File: config.mk
export PLATFORM = sky130hd
export DESIGN_NAME = y_interp_ctrl
export DESIGN_NICKNAME = d
export VERILOG_FILES = /design/src/rtl/y_interp_ctrl.sv
export SDC_FILE = /design/constraint.sdc
export NUM_CORES = 1
export LEC_CHECK = 0
export CORE_MARGIN = 2
export CORE_UTILIZATION = 30
export CTS_CLUSTER_SIZE = 25
export DETAILED_ROUTE_END_ITERATION = 6
export SETUP_SLACK_MARGIN = 0.1
export SLEW_MARGIN = 20
export SYNTH_ARGS = -nofsm -noshare
export SYNTH_HDL_FRONTEND = slang
export SYNTH_SLANG_ARGS = --single-unit
File: constraint.sdc
create_clock -name clk -period 2 [get_ports clk]
set_input_delay 0.4 -clock clk [delete_from_list [all_inputs] [get_ports clk]]
set_output_delay 0.4 -clock clk [all_outputs]
set_load 0.02 [all_outputs]
File: src/rtl/y_interp_ctrl.sv
// Vertical-pass sequencer for bicubic interpolation: gathers a 4-tap window, waits out
// the weight-table latency, selects the phase result. Y_INTERP_CTRL_OUTBUF_EN adds a 2-entry output FIFO.
module y_interp_ctrl (
  input  logic        clk,
  input  logic        rst,
  input  logic [14:0] row_in,
  input  logic [1:0]  row_phase,
  input  logic        row_valid,
  output logic        row_ready,
  output logic [14:0] tbl_in_0,
  output logic [14:0] tbl_in_1,
  output logic [14:0] tbl_in_2,
  output logic [14:0] tbl_in_3,
  input  logic [7:0]  tbl_sum_0,
  input  logic [7:0]  tbl_sum_1,
  input  logic [7:0]  tbl_sum_2,
  input  logic [7:0]  tbl_sum_3,
  output logic [7:0]  pix_out,
  output logic        pix_valid,
  input  logic        pix_ready
);

  typedef enum logic [1:0] {LOAD = 2'd0, ISSUE = 2'd1, CAPTURE = 2'd2, OUT = 2'd3} state_t;

  state_t      state_reg;
  logic [1:0]  tap_cnt_reg;
  logic [1:0]  phase_reg;
  logic        row_ready_reg;
  logic        pix_valid_reg;
  logic [7:0]  pix_reg;
  logic [7:0]  sum_sel;
  logic [14:0] win [4];
  logic        tap_accept;
  logic        tap_last;

  assign tap_accept = (state_reg == LOAD) && row_valid && row_ready_reg;
  assign tap_last   = tap_accept && (tap_cnt_reg == 2'd3);

  // One register per tap; only the slot addressed by tap_cnt loads.
  generate
    for (genvar gi = 0; gi < 4; gi++) begin : g_tap
      logic [14:0] tap_reg;
      always_ff @(posedge clk or negedge rst) begin
        if (!rst)
          tap_reg <= '0;
        else if (tap_accept && (tap_cnt_reg == 2'(gi)))
          tap_reg <= row_in;
      end
      assign win[gi] = tap_reg;
    end
  endgenerate

  assign tbl_in_0  = win[0];
  assign tbl_in_1  = win[1];
  assign tbl_in_2  = win[2];
  assign tbl_in_3  = win[3];
  assign row_ready = row_ready_reg;
  assign pix_valid = pix_valid_reg;
  assign pix_out   = pix_reg;

  always_comb begin
    sum_sel = tbl_sum_0;
    case (phase_reg)
      2'd1:    sum_sel = tbl_sum_1;
      2'd2:    sum_sel = tbl_sum_2;
      2'd3:    sum_sel = tbl_sum_3;
      default: sum_sel = tbl_sum_0;
    endcase
  end

`ifdef Y_INTERP_CTRL_OUTBUF_EN
  logic [7:0] tail_reg;
  logic [1:0] cnt_reg;
  logic [1:0] cnt_next;
  logic       push;
  logic       pop;

  assign push     = (state_reg == CAPTURE);
  assign pop      = pix_valid_reg && pix_ready;
  assign cnt_next = cnt_reg + 2'(push) - 2'(pop);

  // pix_reg is the FIFO head so pix_out stays a plain register output.
  always_ff @(posedge clk or negedge rst) begin
    if (!rst) begin
      pix_reg       <= '0;
      tail_reg      <= '0;
      cnt_reg       <= '0;
      pix_valid_reg <= 1'b0;
    end else begin
      if (push && pop) begin
        if (cnt_reg == 2'd2) begin
          pix_reg  <= tail_reg;
          tail_reg <= sum_sel;
        end else begin
          pix_reg <= sum_sel;
        end
      end else if (push) begin
        if (cnt_reg == 2'd0)
          pix_reg <= sum_sel;
        else
          tail_reg <= sum_sel;
      end else if (pop && (cnt_reg == 2'd2)) begin
        pix_reg <= tail_reg;
      end
      cnt_reg       <= cnt_next;
      pix_valid_reg <= (cnt_next != 2'd0);
    end
  end

  always_ff @(posedge clk or negedge rst) begin
    if (!rst) begin
      state_reg     <= LOAD;
      tap_cnt_reg   <= '0;
      phase_reg     <= '0;
      row_ready_reg <= 1'b1;
    end else begin
      case (state_reg)
        LOAD: begin
          if (tap_accept)
            tap_cnt_reg <= tap_cnt_reg + 2'd1;
          if (tap_last) begin
            phase_reg <= row_phase;
            state_reg <= ISSUE;
          end
          row_ready_reg <= !tap_last && (cnt_next != 2'd2);
        end
        ISSUE:   state_reg <= CAPTURE;
        CAPTURE: begin
          state_reg     <= LOAD;
          row_ready_reg <= (cnt_next != 2'd2);
        end
        default: begin
          state_reg     <= LOAD;
          row_ready_reg <= (cnt_next != 2'd2);
        end
      endcase
    end
  end
`else
  always_ff @(posedge clk or negedge rst) begin
    if (!rst) begin
      state_reg     <= LOAD;
      tap_cnt_reg   <= '0;
      phase_reg     <= '0;
      pix_reg       <= '0;
      pix_valid_reg <= 1'b0;
      row_ready_reg <= 1'b1;
    end else begin
      case (state_reg)
        LOAD: begin
          if (tap_accept)
            tap_cnt_reg <= tap_cnt_reg + 2'd1;
          if (tap_last) begin
            phase_reg     <= row_phase;
            state_reg     <= ISSUE;
            row_ready_reg <= 1'b0;
          end
        end
        ISSUE:   state_reg <= CAPTURE;
        CAPTURE: begin
          pix_reg       <= sum_sel;
          pix_valid_reg <= 1'b1;
          state_reg     <= OUT;
        end
        OUT: begin
          if (pix_ready) begin
            pix_valid_reg <= 1'b0;
            row_ready_reg <= 1'b1;
            state_reg     <= LOAD;
          end
        end
        default: state_reg <= LOAD;
      endcase
    end
  end
`endif

endmodule

==> results by group <==
Status
  – Status: finished clean

Place
  – Final HPWL DP: around 5500 µm
  – Pre-CTS WS: 0.0328 ns
  – Placed Cells: between 400 and 500
  – Port Buffer Count: about 120
  – Final GP Congestion: 0.691

Final layout
  – Layout Cells excl Fill: 473
  – Most frequent cells in the layout: clkdlybuf4s50_1, dfrtp_1, mux2_2
  – Area of the multi-input gates: ~1300 µm²
  – # nets final: 390
  – Register area: 1900 µm²
  – Fillers: ~1000
  – Share of layout cells above drive strength 1: 0.336
  – Area grow syn2layout: 50.0%
  – Antenna Cells: 0
  – Most common cell after layout, fill and taps aside: clkdlybuf4s50_1

Critical path
  – Req. time, crit path: 1.60 ns
  – CP max stage cell: clkdlybuf4s50_1
  – Startpoint types: flip-flop
  – WP buf/inv: 1
  – Crit path from: tbl_in_3[7]
  – R2r startpoint: state_reg[0]
  – Crit. End Element: output pin
  – Worst path top cell family by delay: buffers and inverters
  – Critical path class: flip-flop to output pin
  – Worst EP arrival: 1.34 ns
  – Critical path cell sequence: clkdlybuf4s50_1
  – Peak fanout along the critical path: 2
  – Crit-path max cell delay: 0.62 ns

Timing
  – Setup-failing EPs final: 0
  – Post-route clock period utilization: 0.869
  – Hold Vio Cnt, Final: 0
  – Clk_skew: 0.00661 ns
  – Max transition margin: 0.644
  – RSZ-0062 raised after global routing: no
  – Setup TNS: 0 ns
  – Fin crit period: approximately 1.7 ns
  – F_max: 575 MHz
  – Setup ws final: 0.261 ns
  – Hold Slack: between 0.007 and 0.008 ns
  – Slew @ Worst Pin: 0.533 ns
  – Slew Limit Fails: 0

Die
  – Row count: 38
  – Die height: ~110 µm
  – Die width: 109 µm
  – Die area: 11900 µm²
  – I/O Pins: 123
  – Initial Utilization: 0.306
  – Core area: 10800 µm²

Global routing
  – Initial antenna violation count: 0
  – Congestion Overflow GR: 0
  – Tot GR Track Use: 0.136
  – Pin count of the biggest net entering global routing: 42
  – Vias in the first global route: between 2000 and 2500
  – First-pass GRT wire length: 12200 µm

Detailed routing
  – Via count: 2142
  – Top sig layer: met4
  – DRT antenna net count: 0
  – Routed met3 length: 617 µm
  – WL met1: 3180 µm
  – Routed WL per cell: 16.2 µm
  – DR vias/cell: 4.53
  – Remaining DRCs: 0
  – DRT iter0 DRCs: 56
  – Final wirelength: approximately 7700 µm
  – DRT Pass-1 Iters: 4
  – Met2 WL: 3790 µm

Power and ir drop
  – VDD IR max: 593 µV
  – Leak pwr: roughly 0.0023 µW
  – PD cells: 1420 nW/µm²

Synthesis
  – Synth area leader: dfrtp_1
  – Syn_nets: 257
  – YS warnings: 0
  – Top post-synthesis cells by area: dfrtp_1, mux2_2, mux2_4, mux4_2, ha_1
  – Post-synth top area share: 0.565
  – Post-synthesis sequential area ratio: 0.573
  – Synthesized area: about 3300 µm²
  – Seq cells post-synth: 76
  – Mean Syn Cell Area: approximately 17 µm²
  – Syn Inst Count: 196
  – Distinct cells, synth: 19

Clock tree
  – Worst-path clk slew: approximately 0.080 ns
  – CTS tree: built
  – Maximum clock path buffer count: 2
  – Num CTS Buffers: 9
  – Clock latency on the worst-skew pair: 0.34 ns
  – H-tree Lvls: 3
  – CTS sink count: 76
  – Clock root buffer: clkbuf_8

Worst hold path
  – Worst hold path type: primary input to asynchronous set/reset pin

Flow run
  – Max cap viols: 0
## layout make-up
type / count / share of cell area
inverter: 6 / 0.00452
timing repair buffer: 132 / 0.268
clock inverter: 6 / 0.0229
clock buffer: 9 / 0.0249
tap: 140 / 0.0352
multi-input combinational: 104 / 0.263
sequential: 76 / 0.382
## worst paths after layout
| check | end | slack, ns | cells past startpoint |
|---|---|---|---|
| max | tbl_in_3[7] | 0.26 | 1 |
| min | pix_out[3] | 0.008 | 1 |
| max reg2reg | tbl_in_2[9] | 0.29 | 4 |
| min reg2reg | tbl_in_1[5] | 0.51 | 1 |
| max in group asynchronous | tbl_in_2[12] | 1.41 | 2 |
| min in group clk | tbl_in_1[5] | 0.51 | 1 |
## cell usage after synthesis
cell type	n
dfstp_2	1
inv_1	6
clkbuf_1	1
nand3_1	2
mux2i_1	1
mux2_2	55
dfrtp_1	75
buf_2	1
a21oi_1	3
buf_6	5
mux4_2	8
o22ai_1	1
ha_1	8
nor2b_1	1
mux2_4	17
buf_4	3
nand4_4	4
xnor2_1	1
nor2_1	3
## routing by layer
metal,vias to the layer above,GRT usage
met5,-,0
met4,0,0.0380
met3,11,0.0550
met2,79,0.227
met1,1084,0.163
li1,968,-
## metrics by stage
step	power [µW]	area, µm²	util
final	7070	4980	0.460
after global routing	7510	4980	0.460
after CTS	7190	4980	0.459
after detailed placement	5730	4690	0.433
after global placement	5660	4690	0.433
after floorplan	4220	3320	-
## power breakdown
group	switching [µW]	leakage (µW)	internal [µW]	total [µW]
clock	575	0.000112	824	1400
combinational	1410	0.00116	1770	3180
sequential	367	0.000998	2130	2500
total	2350	0.00227	4720	7070
## cells by family after synthesis
group                    after synthesis  synth area share
buffers and inverters                 16            0.0332
multiplexers                          81             0.321
XOR/XNOR                               1           0.00264
AO/OA/AOI/OAI                          4           0.00641
flip-flops                            76             0.573
adder cells (fa/ha/maj)                8            0.0301
AND/OR/NAND/NOR                       10            0.0339
## repair_timing
action,4_1_cts,5_1_grt
pin swaps,2,0
setup endpoints to repair,45,1
hold buffers,0,0
gates resized for setup,1,1
setup buffers,3,0
(Power assumes the default switching activity.)
